## src/rtl/mem_arbiter.sv

```systemverilog
// Purpose : two-requester (data stage, fetch) round-robin arbiter onto one shared memory port.
// Latency : ready pulses 2+WAIT_CYCLES cycles after a request is seen in IDLE (mem_ready high).
// Backpr. : mem_ready low stretches ACCESS indefinitely; requesters hold their request until ready.
//
// Ports:
//   clk, rst                         clock, asynchronous active-high reset
//   d_read/d_write/d_addr/d_wdata    data-stage request; d_rdata/d_ready its result and completion pulse
//   f_read/f_addr                    fetch (read-only) request; f_rdata/f_ready its result and pulse
//   mem_*                            shared memory port; mem_read_data is combinational from mem_address
//
// WAIT_CYCLES is legal in 0..15 (the wait counter is 4 bits).
module mem_arbiter #(
  parameter int ADDR_W      = 32,
  parameter int DATA_W      = 32,
  parameter int WAIT_CYCLES = 2
) (
  input  logic              clk,
  input  logic              rst,
  input  logic              d_read,
  input  logic              d_write,
  input  logic [ADDR_W-1:0] d_addr,
  input  logic [DATA_W-1:0] d_wdata,
  output logic [DATA_W-1:0] d_rdata,
  output logic              d_ready,
  input  logic              f_read,
  input  logic [ADDR_W-1:0] f_addr,
  output logic [DATA_W-1:0] f_rdata,
  output logic              f_ready,
  output logic [ADDR_W-1:0] mem_address,
  output logic [DATA_W-1:0] mem_write_data,
  output logic              mem_read,
  output logic              mem_write,
  input  logic [DATA_W-1:0] mem_read_data,
  input  logic              mem_ready
);

  typedef enum logic [1:0] {
    IDLE   = 2'd0,
    ACCESS = 2'd1,
    DONE   = 2'd2
  } state_t;

  localparam logic [3:0] WAIT_LOAD = 4'(WAIT_CYCLES);

  state_t            state_q, state_d;
  logic [3:0]        cnt_q, cnt_d;
  logic              gnt_f_q, gnt_f_d;    // 1: fetch owns the current access
  logic              last_f_q, last_f_d;  // 1: fetch was granted last
  logic              wr_q, wr_d;          // current access is a write
  logic              rdz_q, rdz_d;        // read+write collided: d_rdata returns 0
  logic [ADDR_W-1:0] addr_q, addr_d;
  logic [DATA_W-1:0] wdata_q, wdata_d;
  logic [DATA_W-1:0] d_rdata_q, d_rdata_d;
  logic [DATA_W-1:0] f_rdata_q, f_rdata_d;

  logic d_req;
  logic pick_f;
  logic in_access;
  logic last_cycle;

  always_comb begin
    d_req      = d_read | d_write;
    // Fetch wins when it is alone, or on a tie when the data stage was granted last.
    pick_f     = f_read & (~d_req | ~last_f_q);
    in_access  = (state_q == ACCESS);
    last_cycle = in_access & (cnt_q == 4'd0) & mem_ready;

    state_d   = state_q;
    cnt_d     = cnt_q;
    gnt_f_d   = gnt_f_q;
    last_f_d  = last_f_q;
    wr_d      = wr_q;
    rdz_d     = rdz_q;
    addr_d    = addr_q;
    wdata_d   = wdata_q;
    d_rdata_d = d_rdata_q;
    f_rdata_d = f_rdata_q;

    case (state_q)
      IDLE: begin
        if (d_req | f_read) begin
          state_d  = ACCESS;
          cnt_d    = WAIT_LOAD;
          gnt_f_d  = pick_f;
          last_f_d = pick_f;
          addr_d   = pick_f ? f_addr : d_addr;
          wr_d     = ~pick_f & d_write;
          rdz_d    = ~pick_f & d_write & d_read;
          wdata_d  = (~pick_f & d_write) ? d_wdata : '0;
        end
      end
      ACCESS: begin
        if (cnt_q != 4'd0) begin
          cnt_d = cnt_q - 4'd1;
        end
        if (last_cycle) begin
          state_d = DONE;
          if (!wr_q) begin
            if (gnt_f_q) begin
              f_rdata_d = mem_read_data;
            end else begin
              d_rdata_d = mem_read_data;
            end
          end else if (rdz_q) begin
            d_rdata_d = '0;
          end
        end
      end
      DONE: begin
        state_d = IDLE;
      end
      default: begin
        state_d = IDLE;
      end
    endcase
  end

  always_ff @(posedge clk or posedge rst) begin
    if (rst) begin
      state_q   <= IDLE;
      cnt_q     <= 4'd0;
      gnt_f_q   <= 1'b0;
      last_f_q  <= 1'b1;  // data stage wins the first tie
      wr_q      <= 1'b0;
      rdz_q     <= 1'b0;
      addr_q    <= '0;
      wdata_q   <= '0;
      d_rdata_q <= '0;
      f_rdata_q <= '0;
    end else begin
      state_q   <= state_d;
      cnt_q     <= cnt_d;
      gnt_f_q   <= gnt_f_d;
      last_f_q  <= last_f_d;
      wr_q      <= wr_d;
      rdz_q     <= rdz_d;
      addr_q    <= addr_d;
      wdata_q   <= wdata_d;
      d_rdata_q <= d_rdata_d;
      f_rdata_q <= f_rdata_d;
    end
  end

  // Memory-side outputs are gated by state so they fall to 0 the moment reset hits.
  assign mem_address    = in_access ? addr_q : '0;
  assign mem_read       = in_access & ~wr_q;
  assign mem_write      = last_cycle & wr_q;
  assign mem_write_data = (in_access & wr_q) ? wdata_q : '0;

  assign d_ready = (state_q == DONE) & ~gnt_f_q;
  assign f_ready = (state_q == DONE) & gnt_f_q;
  assign d_rdata = d_rdata_q;
  assign f_rdata = f_rdata_q;

endmodule

```

## config.mk

```make
export PLATFORM = sky130hd
export DESIGN_NAME = mem_arbiter
export DESIGN_NICKNAME = d
export VERILOG_FILES = /design/src/rtl/mem_arbiter.sv
export SDC_FILE = /design/constraint.sdc
export NUM_CORES = 1
export LEC_CHECK = 0
export ABC_AREA = 1
export ABC_CLOCK_PERIOD_IN_PS = 10700
export BUFFER_PORTS_ARGS = -buffer_cell sky130_fd_sc_hd__buf_4
export CAP_MARGIN = 25
export CORE_AREA = 2 2 99 139
export DETAILED_ROUTE_END_ITERATION = 10
export DIE_AREA = 0 0 101 141
export HOLD_SLACK_MARGIN = 0.1
export PLACE_DENSITY = 0.9
export SETUP_SLACK_MARGIN = 0.2
export SKIP_CTS_REPAIR_TIMING = 1
export SYNTH_ARGS = -nofsm -noshare
export SYNTH_HDL_FRONTEND = slang
export SYNTH_SLANG_ARGS = --single-unit
```

## constraint.sdc

```tcl
create_clock -name clk -period 10.7 [get_ports clk]
set_clock_uncertainty 0.1 [all_clocks]
set_input_delay 2.675 -clock clk [delete_from_list [all_inputs] [get_ports clk]]
set_output_delay 2.675 -clock clk [all_outputs]
set_load 0.02 [all_outputs]
```

### Word level (Yosys, flattened, before mapping)

Index checks and enable logic that the tools add are counted.
W data, S select, Z words.

| storage, ports and cells | value |
|---|---|
| register bits | 138 |
| input bits | 134 |
| output and inout port bits | 132 |
| word-level logic and storage cells | 58 |

| cells by class | value |
|---|---|
| add/subtract/negate cells | 1 |
| eq/ne operators | 7 |
| muxes and demuxes | 13 |
| bitwise logic cells | 18 |
| reductions and logical operators | 9 |

Operator list:

| kind | number |
|---|---|
| $mux W32 | 7 |
| $and A1 B1 Y1 | 10 |
| $mux W4 | 2 |
| $ne A2 B1 Y1 const B | 4 |
| $pmux W4 S2 | 1 |
| $reduce_and A4 Y1 | 2 |
| $not A1 Y1 | 5 |
| $logic_not A4 Y1 | 1 |
| $mux W2 | 2 |
| $pmux W2 S2 | 1 |
| $reduce_and A2 Y1 | 2 |
| $reduce_bool A4 Y1 | 1 |
| $sub A4 B1 Y4 const B | 1 |
| $or A1 B1 Y1 | 3 |
| $reduce_and A3 Y1 | 1 |
| $eq A2 B1 Y1 const B | 1 |
| $eq A2 B2 Y1 const B | 1 |
| $logic_not A2 Y1 | 1 |
| $ne A2 B2 Y1 const B | 1 |
| $reduce_bool A2 Y1 | 1 |

### Depth between registers and ports, before layout

Gate-level depths: netlist of run 1.

| depth | value |
|---|---|
| depth in word-level cells | 7 |
| gate-level depth with buffers | 8 |

### Worst setup path after synthesis of run 1

Ideal clock, no wire load.

| timing | value |
|---|---|
| path type | input to output |
| start point | input mem_ready |
| end point | output mem_write |
| arrival | 3.207 ns |
| data required time | 7.925 ns |
| slack | 4.718 ns |
| stages on the path | 2 |
| path buffers | 0 |
| path through | inv_1 > nor3_1 |

| between the ends | value |
|---|---|
| cells in the longest elaborated chain, start to end | 2 |

Ends and longest elaborated chain:

| element | RTL line | RTL |
|---|---|---|
| from (decl) | 34 | `input logic mem_ready` |
| $and A1 B1 Y1 | 66 | `last_cycle = in_access & (cnt_q == 4'd0) & mem_ready;` |
| $and A1 B1 Y1 | 147 | `assign mem_write = last_cycle & wr_q;` |
| to (decl) | 32 | `output logic mem_write,` |

Every way passes these cells.

### Final worst setup path of run 1

Same ends and word-level chain as after synthesis.

==> results of run 1 <==
## flip-flops by register name (all words and copies together), names as in the netlist
signal and flops:
addr_q 32, cnt_q 4, d_rdata 32, f_rdata 32, gnt_f_q 1, last_f_q 1
rdz_q 1, state_q 2, wdata_q 32, wr_q 1
## worst max-delay path by stage
stage                         start  cells after the start  slack (ns)               endpoint
final                     mem_ready                      4        4.74              mem_write
after global routing      mem_ready                      4        4.72              mem_write
after CTS                 mem_ready                      4        4.75              mem_write
after detailed placement  mem_ready                      4        4.75              mem_write
after global placement    mem_ready                      4        4.74              mem_write
after floorplan                 rst                      1        4.23  addr_q[0]$_DFFE_PP0P_
## cell families after synthesis
family | count (synthesis) | share of synthesized area [%]
AOI/OAI and AO/OA | 38 | 2.92
xor gates and xnor gates | 1 | 0.129
adders and majority gates | 2 | 0.369
buffers and inverters | 165 | 10.1
DFF | 138 | 50.9
and+or+nand+nor | 532 | 35.6
## routing by layer
| metal | vias up | GRT usage (%) |
|---|---|---|
| li1 | 3183 | - |
| met1 | 3096 | 31.1 |
| met2 | 319 | 47.7 |
| met3 | 47 | 6.10 |
| met4 | 0 | 11.5 |
| met5 | - | 0 |
## power groups by stage
stage	clock network [uW]	registers (uW)	logic (uW)
2_1_floorplan	0	945	678
3_3_place_gp	0	861	1210
3_5_place_dp	0	870	1250
4_1_cts	576	863	1250
5_1_grt	599	887	1370
6_report	568	864	1250
## worst register-to-register path: stages, from the launching register on
cell and delay [ns]:
dfrtp_1 0.42, inv_2 0.10, nand2_1 0.12, nor3_4 0.12, buf_4 0.36, nand3_2 0.67
nand2_1 0.29, nand2_1 0.08
## per-stage QoR
step	hold WS, ns	util, %	total power [uW]
finish	0.375	71.6	2680
global route	0.389	71.6	2850
CTS	0.375	71.6	2690
detailed placement	0.360	67.3	2120
global placement	0.355	66.9	2070
floorplan	0.349	-	1620
## layout make-up
class                      count  area [um2]  area share (%)
clock buffer                  18         439            4.67
clock inverter                14         138            1.46
timing repair buffer         276        2100            22.4
tap                          156         195            2.07
inverter                     109         414            4.40
sequential                   138        3450            36.7
multi-input combinational    573        2670            28.3
## cells in the final DEF (no fill, tap or decap), types with 2 or more instances in the layout
master / Yosys / layout
clkinvlp_4: 0 / 4
dfrtp_1: 137 / 137
o21ai_2: 1 / 2
inv_1: 104 / 103
ha_1: 2 / 2
inv_6: 0 / 5
buf_4: 10 / 274
nand3_1: 100 / 100
nand3_2: 3 / 3
nand2_1: 283 / 282
nor3_1: 3 / 3
o21ai_0: 15 / 15
o21ai_1: 21 / 20
nor2_1: 74 / 74
inv_2: 4 / 4
nand3b_1: 64 / 64
clkinv_4: 0 / 3
nor2_4: 2 / 3
clkbuf_16: 0 / 17
==> results_dict.tcl, run 1 <==
set metrics [dict create \
    run_status "completed" \
    synth-seq-cells 138 \
    layout_setup_ws_ns 4.74 \
    grt_pass1_wl_mm 30.8 \
    worstPathRequired_ns 7.93 \
    critPathCaptureType "primary output" \
    final_cells 1284 \
    hold_violations 0 \
    antenna_found_initial 0 \
    initialDrtViolationCount 327 \
    drtPass1Iterations 5 \
    syn_area_mm2 0.00678 \
    period_minus_slack_ns 5.96 \
    area_growth_pct 38.8 \
    avgSynthCellArea_um2 7.74 \
    synthTopCellsByCount "nand2_1 (283), dfrtp_1 (137), inv_1 (104), nand3_1 (100), nor2_1 (74)" \
    min_period_over_period_pct 55.7 \
    worstSetupPathType "in2out" \
    cts-root-buf "clkbuf_16" \
    cts-htree-levels 4 \
    wirelength_mm 19.3 \
    fmax_ghz 0.168 \
    hold_class "reg2reg" \
    path_buf_inv 3 \
    die_y_um 141 \
    whs_endpoint "f_rdata[26]$_DFFE_PP0P_" \
    critPathTopFamily "buffers and inverters" \
    whs_path_depth 2 \
    drive_gt1_share_pct 28.9 \
    diodes 0 \
    power.share.combinational_pct 46.6 \
    synth_most_common_cell "nand2_1" \
    reg2reg_to "f_rdata[30]$_DFFE_PP0P_" \
    async_flop_share_pct 100 \
    dr_wl_met3_mm 1.46 \
    io_buffers 265 \
    yosys_warnings 0 \
    dp.final_hpwl_mm 13.5 \
    pre_cts_ws_ns 4.75 \
    final_nets 1251 \
    synthCells 876 \
    nFillCells 1000 \
    fp.dieW_um 101 \
    tightest_slew_ns 0.910 \
    cp_slowest_cell "nor3_1" \
    setup_viol 0 \
    crit_path_cell_trace "buf_4 > inv_1 > nor3_1 > buf_4" \
    power.density_mw_per_mm2 285 \
    via_per_inst 5.18 \
    grt_pass1_vias 6492 \
    clock_latency_ns 0.40 \
    gr-total-overflow 0 \
    synth_ff_type "dfrtp_1" \
    arrival_ns 3.18 \
    peakVddDrop_mv 0.138 \
    power.share.clock_pct 21.2 \
    core.rowCount 50 \
    grt_use_total_pct 27.0 \
    p_int_uw 1540 \
    wl_met1_mm 7.15 \
    wl_per_cell_um 15.0 \
    cp_max_fo 3 \
    grt_max_degree 74 \
    min_from "f_rdata[26]$_DFFE_PP0P_" \
    p_leak_uw 0.00526 \
    dp_cells 1252 \
    synthTopCellsByArea "dfrtp_1 (51%), nand2_1 (16%), nand3_1 (7.4%)" \
    route.met2.wl_mm 9.99 \
    start_util_pct 51.6 \
    rr_worst_depth 7 \
    core_area_mm2 0.0131 \
    synth_area_leader_cell "dfrtp_1" \
    slew_violations 0 \
    start_kind "input port" \
    synth_cell_types 23 \
    rr_startpoint "state_q[1]$_DFFE_PP0P_" \
    rsz0062_at_grt "false" \
    synth_fp_nets 1012 \
    synth_edf_count 0 \
    gp_congestion 0.856 \
    r2r_setup_slack_ns 8.32 \
    switchingPower_uw 1140 \
    fin_area_mm2 0.00941 \
    ys_seq_area_share_pct 50.9 \
    clk_pin_slew_worst_paths_ns 0.06 \
    ant_nets 0 \
    pwr-share-seq_pct 32.2 \
    cts_tree "done" \
    drv_cap 0 \
    vias 6645 \
    max_slew_margin_pct 39.3 \
    swShare_pct 42.5 \
    drc 0 \
    dieArea_mm2 0.0142 \
    cts.sinks 138 \
    top_layer "met4" \
    cts_buffer_depth 2 \
    critPathMaxStageDelay_ns 0.17 \
    fin_setup_tns_ns 0 \
    yosysTopAreaCellShare_pct 50.6 \
    cp_common_cell "buf_4" \
    place_area_mm2 0.00884 \
    cts_made_buffers 17 \
    ios 266 \
]
No activity file was read; power rests on OpenSTA's default activity.
==> run 2, diff against run 1 <==
--- a/config.mk
+++ b/config.mk
@@ -6,14 +6,14 @@
 export NUM_CORES = 1
 export LEC_CHECK = 0
 export ABC_AREA = 1
-export ABC_CLOCK_PERIOD_IN_PS = 10700
+export ABC_CLOCK_PERIOD_IN_PS = 6100
 export BUFFER_PORTS_ARGS = -buffer_cell sky130_fd_sc_hd__buf_4
 export CAP_MARGIN = 25
-export CORE_AREA = 2 2 99 139
+export CORE_AREA = 2 2 103 145
 export DETAILED_ROUTE_END_ITERATION = 10
-export DIE_AREA = 0 0 101 141
+export DIE_AREA = 0 0 105 147
 export HOLD_SLACK_MARGIN = 0.1
-export PLACE_DENSITY = 0.9
+export PLACE_DENSITY = 0.84
 export SETUP_SLACK_MARGIN = 0.2
 export SKIP_CTS_REPAIR_TIMING = 1
 export SYNTH_ARGS = -nofsm -noshare
==> constraint.sdc (replaced) <==
create_clock -name clk -period 6.1 [get_ports clk]
set_clock_uncertainty 0.1 [all_clocks]
set_input_delay 1.525 -clock clk [delete_from_list [all_inputs] [get_ports clk]]
set_output_delay 1.525 -clock clk [all_outputs]
set_load 0.02 [all_outputs]
==> run 2 against run 1 <==
Compared with the run above: count of clock-buffer cells in the layout is the same; sequential power rose by 76%; first-iteration DRC count increased by 1.2%; setup slack got worse by 2.3 ns; non-clock buffer count stayed put; power is 76% higher; via count fell by 0.78%; largest power group unchanged.
==> results_dict.tcl, run 2 (synthesis results as in run 1) <==
set metrics [dict create \
    run_status "completed" \
    cts_tree "done" \
    reg2reg_to "addr_q[27]$_DFFE_PP0P_" \
    tightest_slew_ns 0.866 \
    fin_setup_tns_ns 0 \
    vias 6593 \
    fp.dieW_um 105 \
    multiInputGateArea_mm2 0.00267 \
    grt_pass1_wl_mm 31.3 \
    grt_pass1_vias 6423 \
    cts_buffer_depth 2 \
    layout_commonest_cell "nand2_1" \
    core.rowCount 52 \
    wl_per_cell_um 14.8 \
    worstPathRequired_ns 4.47 \
    hold_class "reg2reg" \
    final_cell_mix "nand2_1 (282), buf_4 (274), dfrtp_1 (137)" \
    rr_worst_depth 6 \
    via_per_inst 5.01 \
    drtPass1Iterations 5 \
    hold_violations 0 \
    min_period_over_period_pct 60.2 \
    die_y_um 147 \
    cts_made_buffers 17 \
    start_kind "input port" \
    peakVddDrop_mv 0.266 \
    p_leak_uw 0.00526 \
    final_core_util_pct 66.7 \
    arrival_ns 2.05 \
    wl_met1_mm 7.57 \
    whs_endpoint "f_rdata[25]$_DFFE_PP0P_" \
    clk_pin_slew_worst_paths_ns 0.06 \
    gp_congestion 0.817 \
    whs_path_depth 2 \
    worstSetupPathType "in2out" \
    cp_max_fo 3 \
    io_buffers 265 \
    nFillCells 1207 \
    grt_max_degree 86 \
    grt_use_total_pct 25.3 \
    ios 266 \
    cts-root-buf "clkbuf_16" \
    fmax_ghz 0.272 \
    dp.final_hpwl_mm 13.6 \
    min_from "f_rdata[25]$_DFFE_PP0P_" \
    max_slew_margin_pct 42.2 \
    rr_startpoint "state_q[0]$_DFFE_PP0P_" \
    antenna_found_initial 0 \
    cts.sinks 138 \
    setup_viol 0 \
    core_area_mm2 0.0142 \
    wirelength_mm 19.5 \
    final-seq-area_mm2 0.00345 \
    area_growth_pct 39.4 \
    start_util_pct 47.8 \
    power_uw 4710 \
    final_nets 1251 \
    drc 0 \
    ant_nets 0 \
    worst_hold_slack_ns 0.372 \
    power.density_mw_per_mm2 498 \
    critPathCaptureType "primary output" \
    period_minus_slack_ns 3.67 \
    drv_cap 0 \
    route.met2.wl_mm 10.0 \
    gr-total-overflow 0 \
    layout_setup_ws_ns 2.43 \
    drive_gt1_share_pct 28.9 \
    slew_violations 0 \
    dr_wl_met3_mm 1.25 \
    pre_cts_ws_ns 2.38 \
    diodes 0 \
    clock_latency_ns 0.40 \
    rsz0062_at_grt "false" \
    cts-htree-levels 4 \
    top_layer "met4" \
    dieArea_mm2 0.0154 \
    r2r_setup_slack_ns 3.74 \
    initialDrtViolationCount 331 \
]
-- run 2: cell types whose count changed in the layout (fill, tap and decap cells not counted) --
cell,change
clkinv_4,+2
inv_6,-1
clkinvlp_4,-1
-- run 2: per-layer routing --
metal	vias to the layer above	track usage, %
met5	-	0
met1	3122	30.3
met2	254	43.3
li1	3174	-
met3	43	5.72
met4	0	11.1
-- run 2: critical path: stages --
cell and delay [ns]:
buf_4 0.10, inv_1 0.07, nor3_1 0.18, buf_4 0.17
-- run 2: per-stage QoR --
stage,area (um2),cells
6_report,9460,1317
5_1_grt,9460,1317
4_1_cts,9430,1316
3_5_place_dp,8850,1284
3_3_place_gp,8830,1283
2_1_floorplan,6780,876
-- run 2: layout make-up --
cell class / instances / area share (%)
Sequential cell: 138 / 36.5
Clock buffer: 18 / 4.64
Timing Repair Buffer: 276 / 22.3
Inverter: 109 / 4.38
Multi-Input combinational cell: 573 / 28.2
Tap cell: 189 / 2.50
Clock inverter: 14 / 1.47
-- run 2: worst max-delay path by stage --
stage / from / to / slack [ns] / cells past startpoint
2_1_floorplan: rst / addr_q[0]$_DFFE_PP0P_ / 0.78 / 1
3_3_place_gp: f_read / addr_q[8]$_DFFE_PP0P_ / 2.43 / 6
3_5_place_dp: f_read / addr_q[27]$_DFFE_PP0P_ / 2.38 / 6
4_1_cts: state_q[0]$_DFFE_PP0P_ / mem_write_data[4] / 2.26 / 5
5_1_grt: mem_ready / mem_write / 2.40 / 4
6_report: mem_ready / mem_write / 2.43 / 4
-- run 2: power by group --
group	internal [uW]	switching, uW
registers	1310	208
clock network	581	415
logic	816	1380
total	2710	2000
==> run 3, diff against run 2 <==
--- a/config.mk
+++ b/config.mk
@@ -6,14 +6,14 @@
 export NUM_CORES = 1
 export LEC_CHECK = 0
 export ABC_AREA = 1
-export ABC_CLOCK_PERIOD_IN_PS = 6100
+export ABC_CLOCK_PERIOD_IN_PS = 3200
 export BUFFER_PORTS_ARGS = -buffer_cell sky130_fd_sc_hd__buf_4
 export CAP_MARGIN = 25
-export CORE_AREA = 2 2 103 145
+export CORE_AREA = 2 2 108 152
 export DETAILED_ROUTE_END_ITERATION = 10
-export DIE_AREA = 0 0 105 147
+export DIE_AREA = 0 0 110 154
 export HOLD_SLACK_MARGIN = 0.1
-export PLACE_DENSITY = 0.84
+export PLACE_DENSITY = 0.81
 export SETUP_SLACK_MARGIN = 0.2
 export SKIP_CTS_REPAIR_TIMING = 1
 export SYNTH_ARGS = -nofsm -noshare
==> constraint.sdc (replaced) <==
create_clock -name clk -period 3.2 [get_ports clk]
set_clock_uncertainty 0.1 [all_clocks]
set_input_delay 0.8 -clock clk [delete_from_list [all_inputs] [get_ports clk]]
set_output_delay 0.8 -clock clk [all_outputs]
set_load 0.02 [all_outputs]
==> run 3 against run 2 <==
Compared with the run above: clock power up 93%; global-route usage down 2.0 points; non-clock buffer count up 6; core utilization down 5.0 points; final area up 0.85%; power up 91%; largest cell class unchanged; first-iteration DRC count up 23%; register-to-register slack worse by 2.8 ns; sequential share of layout area down 0.31 points; sequential cell count unchanged; worst hold slack worse by 0.00066 ns.
==> results_dict.tcl, run 3 (synthesis results as in run 1) <==
set metrics [dict create \
    ios 266 \
    final_nets 1257 \
    cp_max_fo 33 \
    max_slew_margin_pct 50.2 \
    tightest_slew_ns 0.747 \
    reg2reg_to "d_rdata[20]$_DFFE_PP0P_" \
    cts_buffer_depth 2 \
    min_from "f_rdata[29]$_DFFE_PP0P_" \
    ant_nets 0 \
    period_minus_slack_ns 2.70 \
    r2r_setup_slack_ns 0.93 \
    fin_setup_tns_ns 0 \
    grt_max_degree 67 \
    clk_pin_slew_worst_paths_ns 0.06 \
    area_growth_pct 40.6 \
    rsz0062_at_grt "false" \
    dp.final_hpwl_mm 14.0 \
    io_buffers 265 \
    layout_commonest_cell "nand2_1" \
    worstSetupPathType "reg2out" \
    dieArea_mm2 0.0169 \
    start_kind "register" \
    fin_area_mm2 0.00954 \
    final_cell_mix "nand2_1 (282), buf_4 (277), dfrtp_1 (137)" \
    drv_cap 0 \
    cts.sinks 138 \
    peakVddDrop_mv 0.501 \
    core_area_mm2 0.0155 \
    drive_gt1_share_pct 29.2 \
    rr_startpoint "wr_q$_DFFE_PP0P_" \
    initialDrtViolationCount 406 \
    drtPass1Iterations 7 \
    nFillCells 1384 \
    cts_made_buffers 17 \
    cp_slowest_cell "dfrtp_1" \
    p_leak_uw 0.00530 \
    fmax_ghz 0.370 \
    wl_per_cell_um 14.8 \
    worstPathRequired_ns 2.30 \
    core.rowCount 54 \
    hold_violations 0 \
    grt_pass1_vias 6348 \
    start_util_pct 43.8 \
    slew_violations 0 \
    whs_path_depth 2 \
    via_per_inst 4.96 \
    arrival_ns 1.80 \
    drc 0 \
    grt_use_total_pct 23.2 \
    die_y_um 154 \
    critPathCaptureType "primary output" \
    rr_worst_depth 6 \
    multiInputGateArea_mm2 0.00267 \
    fp.dieW_um 110 \
    cts_tree "done" \
    gp_congestion 0.844 \
    diodes 0 \
    gr-total-overflow 0 \
    run_status "completed" \
    cts-htree-levels 4 \
    antenna_found_initial 0 \
    critPathMaxStageDelay_ns 0.42 \
    cts-root-buf "clkbuf_16" \
    setup_viol 0 \
    min_period_over_period_pct 84.5 \
    hold_class "reg2reg" \
    final-seq-area_mm2 0.00345 \
    place_area_mm2 0.00896 \
    vias 6594 \
    crit_path_cell_trace "inv_2 > nand2_1 > buf_12 > nor2_1 > buf_4" \
    grt_pass1_wl_mm 30.8 \
    power.density_mw_per_mm2 942 \
    wirelength_mm 19.6 \
    whs_endpoint "f_rdata[29]$_DFFE_PP0P_" \
    clock_latency_ns 0.40 \
]
## run 3: layout make-up
type,count,area share (%)
Sequential cell,138,36.2
Multi-Input combinational cell,573,28.0
Timing Repair Buffer,282,22.9
Clock buffer,18,4.50
Inverter,109,4.33
Tap cell,196,2.57
Clock inverter,14,1.54
## run 3: stage by stage
| step | setup WS [ns] | hold slack, ns | power (uW) | util (%) | cells |
|---|---|---|---|---|---|
| 2_1_floorplan | 0.580 | 0.349 | 5430 | - | 876 |
| 3_3_place_gp | 0.642 | 0.356 | 7010 | 57.9 | 1298 |
| 3_5_place_dp | 0.572 | 0.360 | 7090 | 57.9 | 1298 |
| 4_1_cts | 0.436 | 0.374 | 9060 | 61.6 | 1330 |
| 5_1_grt | 0.348 | 0.393 | 9600 | 61.6 | 1330 |
| 6_report | 0.496 | 0.371 | 8980 | 61.6 | 1330 |
## run 3: per-layer routing
metal	share of wire, %	track usage [%]
met3	6.3	4.54
met5	0	0
met1	39	27.4
met4	2.4	8.50
met2	52	41.0
## run 3: worst max-delay path by stage
stage	startpoint	depth (start not counted)	endpoint	slack [ns]
after floorplan	rst	1	addr_q[0]$_DFFE_PP0P_	0.58
after global placement	f_read	6	addr_q[17]$_DFFE_PP0P_	0.64
after detailed placement	f_read	6	addr_q[0]$_DFFE_PP0P_	0.57
after CTS	state_q[1]$_DFFE_PP0P_	5	mem_address[17]	0.44
after global routing	state_q[1]$_DFFE_PP0P_	5	mem_address[23]	0.35
final	state_q[1]$_DFFE_PP0P_	5	mem_address[17]	0.50
## run 3: power breakdown
part,leakage (uW),internal [uW],switching [uW]
clock network,0.000277,1150,771
logic,0.00324,1560,2600
registers,0.00178,2500,399
total,0.00530,5210,3770
## run 3: critical path: cells and delay by family (launching register included)
| kind | cells | cell delay [ns] |
|---|---|---|
| buf+inv | 3 | 0.55 |
| flops | 1 | 0.42 |
| simple gates | 2 | 0.42 |
